**config.mk**
```make
export PLATFORM = sky130hd
export DESIGN_NAME = accum_cpu_flat
export DESIGN_NICKNAME = d
export VERILOG_FILES = /design/src/rtl/accum_cpu_pkg.sv /design/src/rtl/accum_cpu_if.sv /design/src/rtl/accum_alu.sv /design/src/rtl/accum_cpu.sv /design/src/flat_wrapper.sv
export SDC_FILE = /design/constraint.sdc
export NUM_CORES = 1
export LEC_CHECK = 0
export ABC_AREA = 1
export BUFFER_PORTS_ARGS = -buffer_cell sky130_fd_sc_hd__buf_2
export CORE_MARGIN = 2
export CORE_UTILIZATION = 50
export CTS_CLUSTER_SIZE = 16
export DETAILED_ROUTE_END_ITERATION = 10
export PLACE_DENSITY = 0.66
export SKIP_CTS_REPAIR_TIMING = 1
export SYNTH_ARGS = -nofsm -noshare
export SYNTH_HDL_FRONTEND = slang
export SYNTH_SLANG_ARGS = --single-unit
```
**constraint.sdc**
```tcl
create_clock -name clk -period 22.9 [get_ports clk]
set_input_delay 2.29 -clock clk [delete_from_list [all_inputs] [get_ports clk]]
set_output_delay 2.29 -clock clk [all_outputs]
set_load 0.02 [all_outputs]
```
**src/rtl/accum_cpu_pkg.sv**
```systemverilog
// accum_cpu shared definitions: opcodes, FSM states, ALU operations.
package accum_cpu_pkg;

   localparam logic [3:0] OP_ADDI  = 4'd0;
   localparam logic [3:0] OP_SUBI  = 4'd1;
   localparam logic [3:0] OP_ANDI  = 4'd2;
   localparam logic [3:0] OP_ORI   = 4'd3;
   localparam logic [3:0] OP_XORI  = 4'd4;
   localparam logic [3:0] OP_LOAD  = 4'd5;
   localparam logic [3:0] OP_STORE = 4'd6;
   localparam logic [3:0] OP_JMP   = 4'd7;
   localparam logic [3:0] OP_JZ    = 4'd8;
   localparam logic [3:0] OP_JC    = 4'd9;
   localparam logic [3:0] OP_ADDM  = 4'd10;
   localparam logic [3:0] OP_SUBM  = 4'd11;
   localparam logic [3:0] OP_HALT  = 4'd15;

   typedef enum logic [1:0] {
      ST_FETCH,
      ST_EXEC,
      ST_HALT
   } state_t;

   typedef enum logic [2:0] {
      ALU_ADD,
      ALU_SUB,
      ALU_AND,
      ALU_OR,
      ALU_XOR,
      ALU_PASS
   } alu_op_t;

endpackage

```
**src/rtl/accum_cpu_if.sv**
```systemverilog
// accum_cpu bus: instruction fetch handshake, data store port, status.
interface accum_cpu_if #(
   parameter int DATA_W = 8,
   parameter int ADDR_W = 5,
   parameter int PC_W   = 8
);
   logic              instr_req;
   logic [PC_W-1:0]   instr_addr;
   logic              instr_valid;
   logic [ADDR_W+3:0] instr_data;
   logic              wr_valid;
   logic [ADDR_W-1:0] wr_addr;
   logic [DATA_W-1:0] wr_data;
   logic [DATA_W-1:0] acc_out;
   logic [1:0]        flags_out;
   logic              halted;

   modport master (
      output instr_req, instr_addr,
      input  instr_valid, instr_data,
      output wr_valid, wr_addr, wr_data,
      output acc_out, flags_out, halted
   );

   modport slave (
      input  instr_req, instr_addr,
      output instr_valid, instr_data,
      input  wr_valid, wr_addr, wr_data,
      input  acc_out, flags_out, halted
   );
endinterface

```
**src/rtl/accum_alu.sv**
```systemverilog
// accum_cpu ALU: modular add/sub with carry/borrow, logic ops, pass-through.
module accum_alu
   import accum_cpu_pkg::*;
#(
   parameter int DATA_W = 8
) (
   input  alu_op_t           op,
   input  logic [DATA_W-1:0] a,
   input  logic [DATA_W-1:0] b,
   output logic [DATA_W-1:0] result,
   output logic              carry
);

   always_comb begin
      result = '0;
      carry  = 1'b0;
      unique case (op)
         ALU_ADD: {carry, result} = {1'b0, a} + {1'b0, b};
         // the extra top bit of a widened subtract is the borrow
         ALU_SUB: {carry, result} = {1'b0, a} - {1'b0, b};
         ALU_AND: result = a & b;
         ALU_OR:  result = a | b;
         ALU_XOR: result = a ^ b;
         ALU_PASS: result = b;
         default: result = '0;
      endcase
   end

endmodule

```
**src/rtl/accum_cpu.sv**
```systemverilog
// accum_cpu: two-phase (fetch/execute) accumulator CPU with
// internal data memory and a single-cycle store pulse.
module accum_cpu
   import accum_cpu_pkg::*;
#(
   parameter int DATA_W = 8,
   parameter int ADDR_W = 5,
   parameter int PC_W   = 8
) (
   input logic         clk,
   input logic         rst,
   accum_cpu_if.master bus
);

   localparam int DEPTH = 1 << ADDR_W;

   state_t            state, state_nxt;
   logic [PC_W-1:0]   pc, pc_nxt;
   logic [DATA_W-1:0] acc;
   logic [DATA_W-1:0] mem [DEPTH];
   logic              c_flag, z_flag;
   logic [ADDR_W+3:0] ir;

   logic [3:0]        opcode;
   logic [ADDR_W-1:0] operand;
   logic [DATA_W-1:0] imm, mem_rd, alu_b, alu_res;
   logic              alu_c;
   alu_op_t           alu_op;
   logic              acc_wr, c_wr, is_store, take;
   logic              fetch_done, in_exec;

   assign opcode     = ir[ADDR_W+3:ADDR_W];
   assign operand    = ir[ADDR_W-1:0];
   assign imm        = DATA_W'(operand);
   assign mem_rd     = mem[operand];
   assign fetch_done = (state == ST_FETCH) && bus.instr_valid;
   assign in_exec    = (state == ST_EXEC);

   accum_alu #(.DATA_W(DATA_W)) u_alu (
      .op     (alu_op),
      .a      (acc),
      .b      (alu_b),
      .result (alu_res),
      .carry  (alu_c)
   );

   always_comb begin
      alu_op   = ALU_ADD;
      alu_b    = imm;
      acc_wr   = 1'b0;
      c_wr     = 1'b0;
      is_store = 1'b0;
      take     = 1'b0;
      case (opcode)
         OP_ADDI:  begin acc_wr = 1'b1; c_wr = 1'b1; end
         OP_SUBI:  begin
            alu_op = ALU_SUB; acc_wr = 1'b1; c_wr = 1'b1;
         end
         OP_ANDI:  begin alu_op = ALU_AND; acc_wr = 1'b1; end
         OP_ORI:   begin alu_op = ALU_OR;  acc_wr = 1'b1; end
         OP_XORI:  begin alu_op = ALU_XOR; acc_wr = 1'b1; end
         OP_LOAD:  begin
            alu_op = ALU_PASS; alu_b = mem_rd; acc_wr = 1'b1;
         end
         OP_STORE: is_store = 1'b1;
         OP_JMP:   take = 1'b1;
         OP_JZ:    take = z_flag;
         OP_JC:    take = c_flag;
         OP_ADDM:  begin alu_b = mem_rd; acc_wr = 1'b1; c_wr = 1'b1; end
         OP_SUBM:  begin
            alu_op = ALU_SUB; alu_b = mem_rd;
            acc_wr = 1'b1; c_wr = 1'b1;
         end
         default:  ;
      endcase
   end

   always_comb begin
      state_nxt = state;
      pc_nxt    = pc;
      case (state)
         ST_FETCH: if (bus.instr_valid) state_nxt = ST_EXEC;
         ST_EXEC: begin
            if (opcode == OP_HALT) begin
               state_nxt = ST_HALT;
            end else begin
               state_nxt = ST_FETCH;
               pc_nxt = take ? PC_W'(operand) : pc + PC_W'(1);
            end
         end
         ST_HALT:  state_nxt = ST_HALT;
         default:  state_nxt = ST_FETCH;
      endcase
   end

   always_ff @(posedge clk or posedge rst) begin
      if (rst) begin
         state  <= ST_FETCH;
         pc     <= '0;
         acc    <= '0;
         c_flag <= 1'b0;
         z_flag <= 1'b0;
         ir     <= '0;
         for (int i = 0; i < DEPTH; i++) mem[i] <= '0;
      end else begin
         state <= state_nxt;
         pc    <= pc_nxt;
         if (fetch_done) ir <= bus.instr_data;
         if (in_exec) begin
            if (acc_wr) begin
               acc    <= alu_res;
               z_flag <= (alu_res == '0);
            end
            if (c_wr) c_flag <= alu_c;
            if (is_store) mem[operand] <= acc;
         end
      end
   end

   // request is masked during reset so the bus sees no fetch while rst is high
   assign bus.instr_req  = (state == ST_FETCH) && !rst;
   assign bus.instr_addr = pc;
   assign bus.wr_valid   = in_exec && is_store;
   assign bus.wr_addr    = bus.wr_valid ? operand : '0;
   assign bus.wr_data    = bus.wr_valid ? acc : '0;
   assign bus.acc_out    = acc;
   assign bus.flags_out  = {c_flag, z_flag};
   assign bus.halted     = (state == ST_HALT);

endmodule

```
**src/flat_wrapper.sv**
```systemverilog
// flat-port wrapper written by rule: the top's interface ports become plain ports
module accum_cpu_flat import accum_cpu_pkg::*;
#(
   parameter int DATA_W = 8,
   parameter int ADDR_W = 5,
   parameter int PC_W   = 8
)
  (clk, rst, bus_instr_req, bus_instr_addr, bus_instr_valid, bus_instr_data, bus_wr_valid, bus_wr_addr, bus_wr_data, bus_acc_out, bus_flags_out, bus_halted);
  accum_cpu_if #(.DATA_W(DATA_W), .ADDR_W(ADDR_W), .PC_W(PC_W)) bus_i ();
  input logic clk;
  input logic rst;
  output wire logic [$bits(bus_i.instr_req)-1:0] bus_instr_req;
  output wire logic [$bits(bus_i.instr_addr)-1:0] bus_instr_addr;
  input wire logic [$bits(bus_i.instr_valid)-1:0] bus_instr_valid;
  input wire logic [$bits(bus_i.instr_data)-1:0] bus_instr_data;
  output wire logic [$bits(bus_i.wr_valid)-1:0] bus_wr_valid;
  output wire logic [$bits(bus_i.wr_addr)-1:0] bus_wr_addr;
  output wire logic [$bits(bus_i.wr_data)-1:0] bus_wr_data;
  output wire logic [$bits(bus_i.acc_out)-1:0] bus_acc_out;
  output wire logic [$bits(bus_i.flags_out)-1:0] bus_flags_out;
  output wire logic [$bits(bus_i.halted)-1:0] bus_halted;
  assign bus_instr_req = bus_i.instr_req;
  assign bus_instr_addr = bus_i.instr_addr;
  assign bus_i.instr_valid = bus_instr_valid;
  assign bus_i.instr_data = bus_instr_data;
  assign bus_wr_valid = bus_i.wr_valid;
  assign bus_wr_addr = bus_i.wr_addr;
  assign bus_wr_data = bus_i.wr_data;
  assign bus_acc_out = bus_i.acc_out;
  assign bus_flags_out = bus_i.flags_out;
  assign bus_halted = bus_i.halted;
  accum_cpu #(.DATA_W(DATA_W), .ADDR_W(ADDR_W), .PC_W(PC_W)) u_core (.clk(clk), .rst(rst), .bus(bus_i));
endmodule
```
==> flow_metrics.tcl <==
set metrics [dict create \
    fp.dieH_um 174.9 \
    first_global_vias 12505 \
    die_w_um 174.9 \
    leakage_nw 8.051 \
    syn_area_um2 14610 \
    yosysSeqAreaShare 0.4882 \
    placement_rows 62 \
    io_pins 46 \
    drc 0 \
    drive_gt1_frac 0.06741 \
    setup_violations 0 \
    required_ns 20.61 \
    final_util 0.5562 \
    drt_wl_total_um 42060 \
    synthCells 1971 \
    ir_worst_vdd_v 0.00006473 \
    cap_violations 0 \
    synth_top_flop_cell "dfrtp_1" \
    skew_ns 0.01330 \
    vias 12846 \
    die_area_um2 30600 \
    power.density_nw_per_um2 95.97 \
    grt_use_total 0.2804 \
    finalSetupTns_ns 0 \
    routedWlPerCell_um 17.84 \
    ys_seq_elements 285 \
    dp.cells 2299 \
    status "finished clean" \
    design.core.area_um2 28700 \
    period_share 0.2268 \
    hold_viol 0 \
    synth_cell_type_count 33 \
    initial_core_util 0.5089 \
    insertion_delay_ns 0.58 \
    final_cell_area_um2 15960 \
    port_buffers 45 \
    antenna_found_initial 0 \
    cts.sinks 285 \
    root_buffer "clkbuf_16" \
    grt.overflow.total 0 \
    synth_edf_count 0 \
    ctsHtreeMaxLevel 1 \
    relSlewSlack 0.2695 \
    instances_no_fill 2357 \
    clkSlewWorstSetupHoldPaths_ns 0.06 \
    hold_path_class "reg2reg" \
    ys_top_cells_by_count "nand2_1 (972), o21ai_0 (295), dfrtp_1 (285)" \
    gp_congestion 0.9663 \
    diodes 0 \
    numCtsBuffers 31 \
    yosys-top-cells-area "dfrtp_1 (49%), nand2_1 (25%), o21ai_0 (10%)" \
    cp_max_fo 51 \
    final_antenna_net_count 0 \
    worstSetupStartpointType "register" \
    worstSetupEndpointType "primary output" \
    dpl_cell_area_um2 14800 \
    pre_cts_slack_ns 17.81 \
    area_delta_synth_final_pct 9.285 \
    worst-setup-path-type "reg2out" \
    synth_largest_area_cell "dfrtp_1" \
    synth.most_common_cell "nand2_1" \
    place_hpwl_um 25430 \
    grt_start_max_net_pins 171 \
    cts_buffer_depth 3 \
    period_needed_ns 5.194 \
    yosysTopAreaCellShare 0.4882 \
    fmax_mhz 192.5 \
    first_pass_iters 5 \
    maxSlewViolCount 0 \
    synthArstFlopShare 1.000 \
    syn-num-nets 2011 \
    nets 1988 \
    rsz0062_at_grt "no" \
    cts_tree "built" \
    worst_slack_ns 17.71 \
    drt_iter0_drc 1377 \
    cp_data_arrival_time_ns 2.90 \
    viasPerCell 5.450 \
    synth_warnings 0 \
    syn_avg_cell_area_um2 7.411 \
    grt_pass1_wl_um 68260 \
    max_slew.worst_pin.slew_ns 1.096 \
]
==> report_power, final <==
| group | internal (mW) | switching (mW) | leakage, nW | total [mW] |
|---|---|---|---|---|
| registers | 0.535 | 0.0359 | 3.94 | 0.570 |
| clock network | 0.354 | 0.213 | 0.575 | 0.567 |
| logic | 0.0940 | 0.301 | 3.54 | 0.395 |
| total | 0.982 | 0.550 | 8.05 | 1.53 |
==> cells by family (layout without fill, tap and decap cells) <==
| group | after synthesis | after routing | synth area share |
|---|---|---|---|
| xor gates and xnor gates | 1 | 1 | 0.0005997 |
| AOI/OAI and AO/OA | 344 | 344 | 0.1209 |
| and+or+nand+nor | 1124 | 1124 | 0.3024 |
| DFF | 285 | 285 | 0.4882 |
| buffers and inverters | 189 | 191 | 0.06295 |
| adders and majority gates | 28 | 28 | 0.02501 |
==> state kept, by name, summed over array words and instances (netlist names) <==
register and cells:
u_core.mem 256, u_core.ir 9, u_core.bus.acc_out 8, u_core.bus.instr_addr 8
u_core.state 2, u_core.c_flag 1, u_core.z_flag 1
==> placed cells by master, fill, tap and decap left out, types with 4 or more instances in the layout <==
cell type    n
nand2_1    972
o21ai_0    295
dfrtp_1    283
inv_1       64
nor2_1      64
nand3_1     58
buf_2       45
clkbuf_16   31
ha_1        26
a21oi_1     25
nand4_1     14
buf_4       13
clkinv_2     9
bufinv_16    8
o22ai_1      6
o211ai_1     6
nor3_1       5
clkbuf_8     5
inv_2        4
clkinv_1     4
a31oi_1      4
==> worst max-delay path, cell delays in order (launching register included) <==
cell and delay [ns]:
dfrtp_4 0.87, clkinv_2 0.80, nor2_1 0.37, buf_2 0.21
==> layout make-up <==
| class | instances | area, µm² |
|---|---|---|
| Multi-Input combinational cell | 1497 | 6556 |
| Inverter | 74 | 286.5 |
| Clock inverter | 19 | 305.3 |
| Sequential cell | 285 | 7137 |
| Clock buffer | 39 | 855.8 |
| Tap cell | 384 | 480.5 |
| Timing Repair Buffer | 59 | 342.8 |
| Fill cell | 2762 | 12740 |
==> path summary, 6_finish.rpt <==
| kind | from | end | slack, ns | depth (start not counted) |
|---|---|---|---|---|
| hold reg to reg | u_core.bus.instr_addr[7] | u_core.bus.instr_addr[7] | 0.46 | 1 |
| min in group asynchronous | rst | u_core.bus.instr_addr[4] | 1.89 | 2 |
| hold / removal | u_core.bus.instr_addr[7] | u_core.bus.instr_addr[7] | 0.46 | 1 |
| setup reg to reg | u_core.ir[0] | u_core.z_flag | 17.71 | 25 |
| setup / recovery | u_core.ir[0] | bus_wr_addr[0] | 17.71 | 3 |
| max in group asynchronous | rst | u_core.mem[108] | 19.49 | 3 |
==> routing by layer <==
layer	wire length, µm	vias to the layer above	track usage
met5	0	-	0
met4	1332	0	0.08611
met3	2902	89	0.03960
met2	18930	438	0.4452
met1	18890	6117	0.4008
li1	-	6202	-
==> through the flow <==
stage | power, mW | hold slack (ns)
floorplan | 0.8283 | 0.4529
global placement | 0.9657 | 0.4568
detailed placement | 0.9659 | 0.4531
CTS | 1.532 | 0.4595
global route | 1.604 | 0.4968
finish | 1.532 | 0.4607
(Power assumes the default switching activity.)
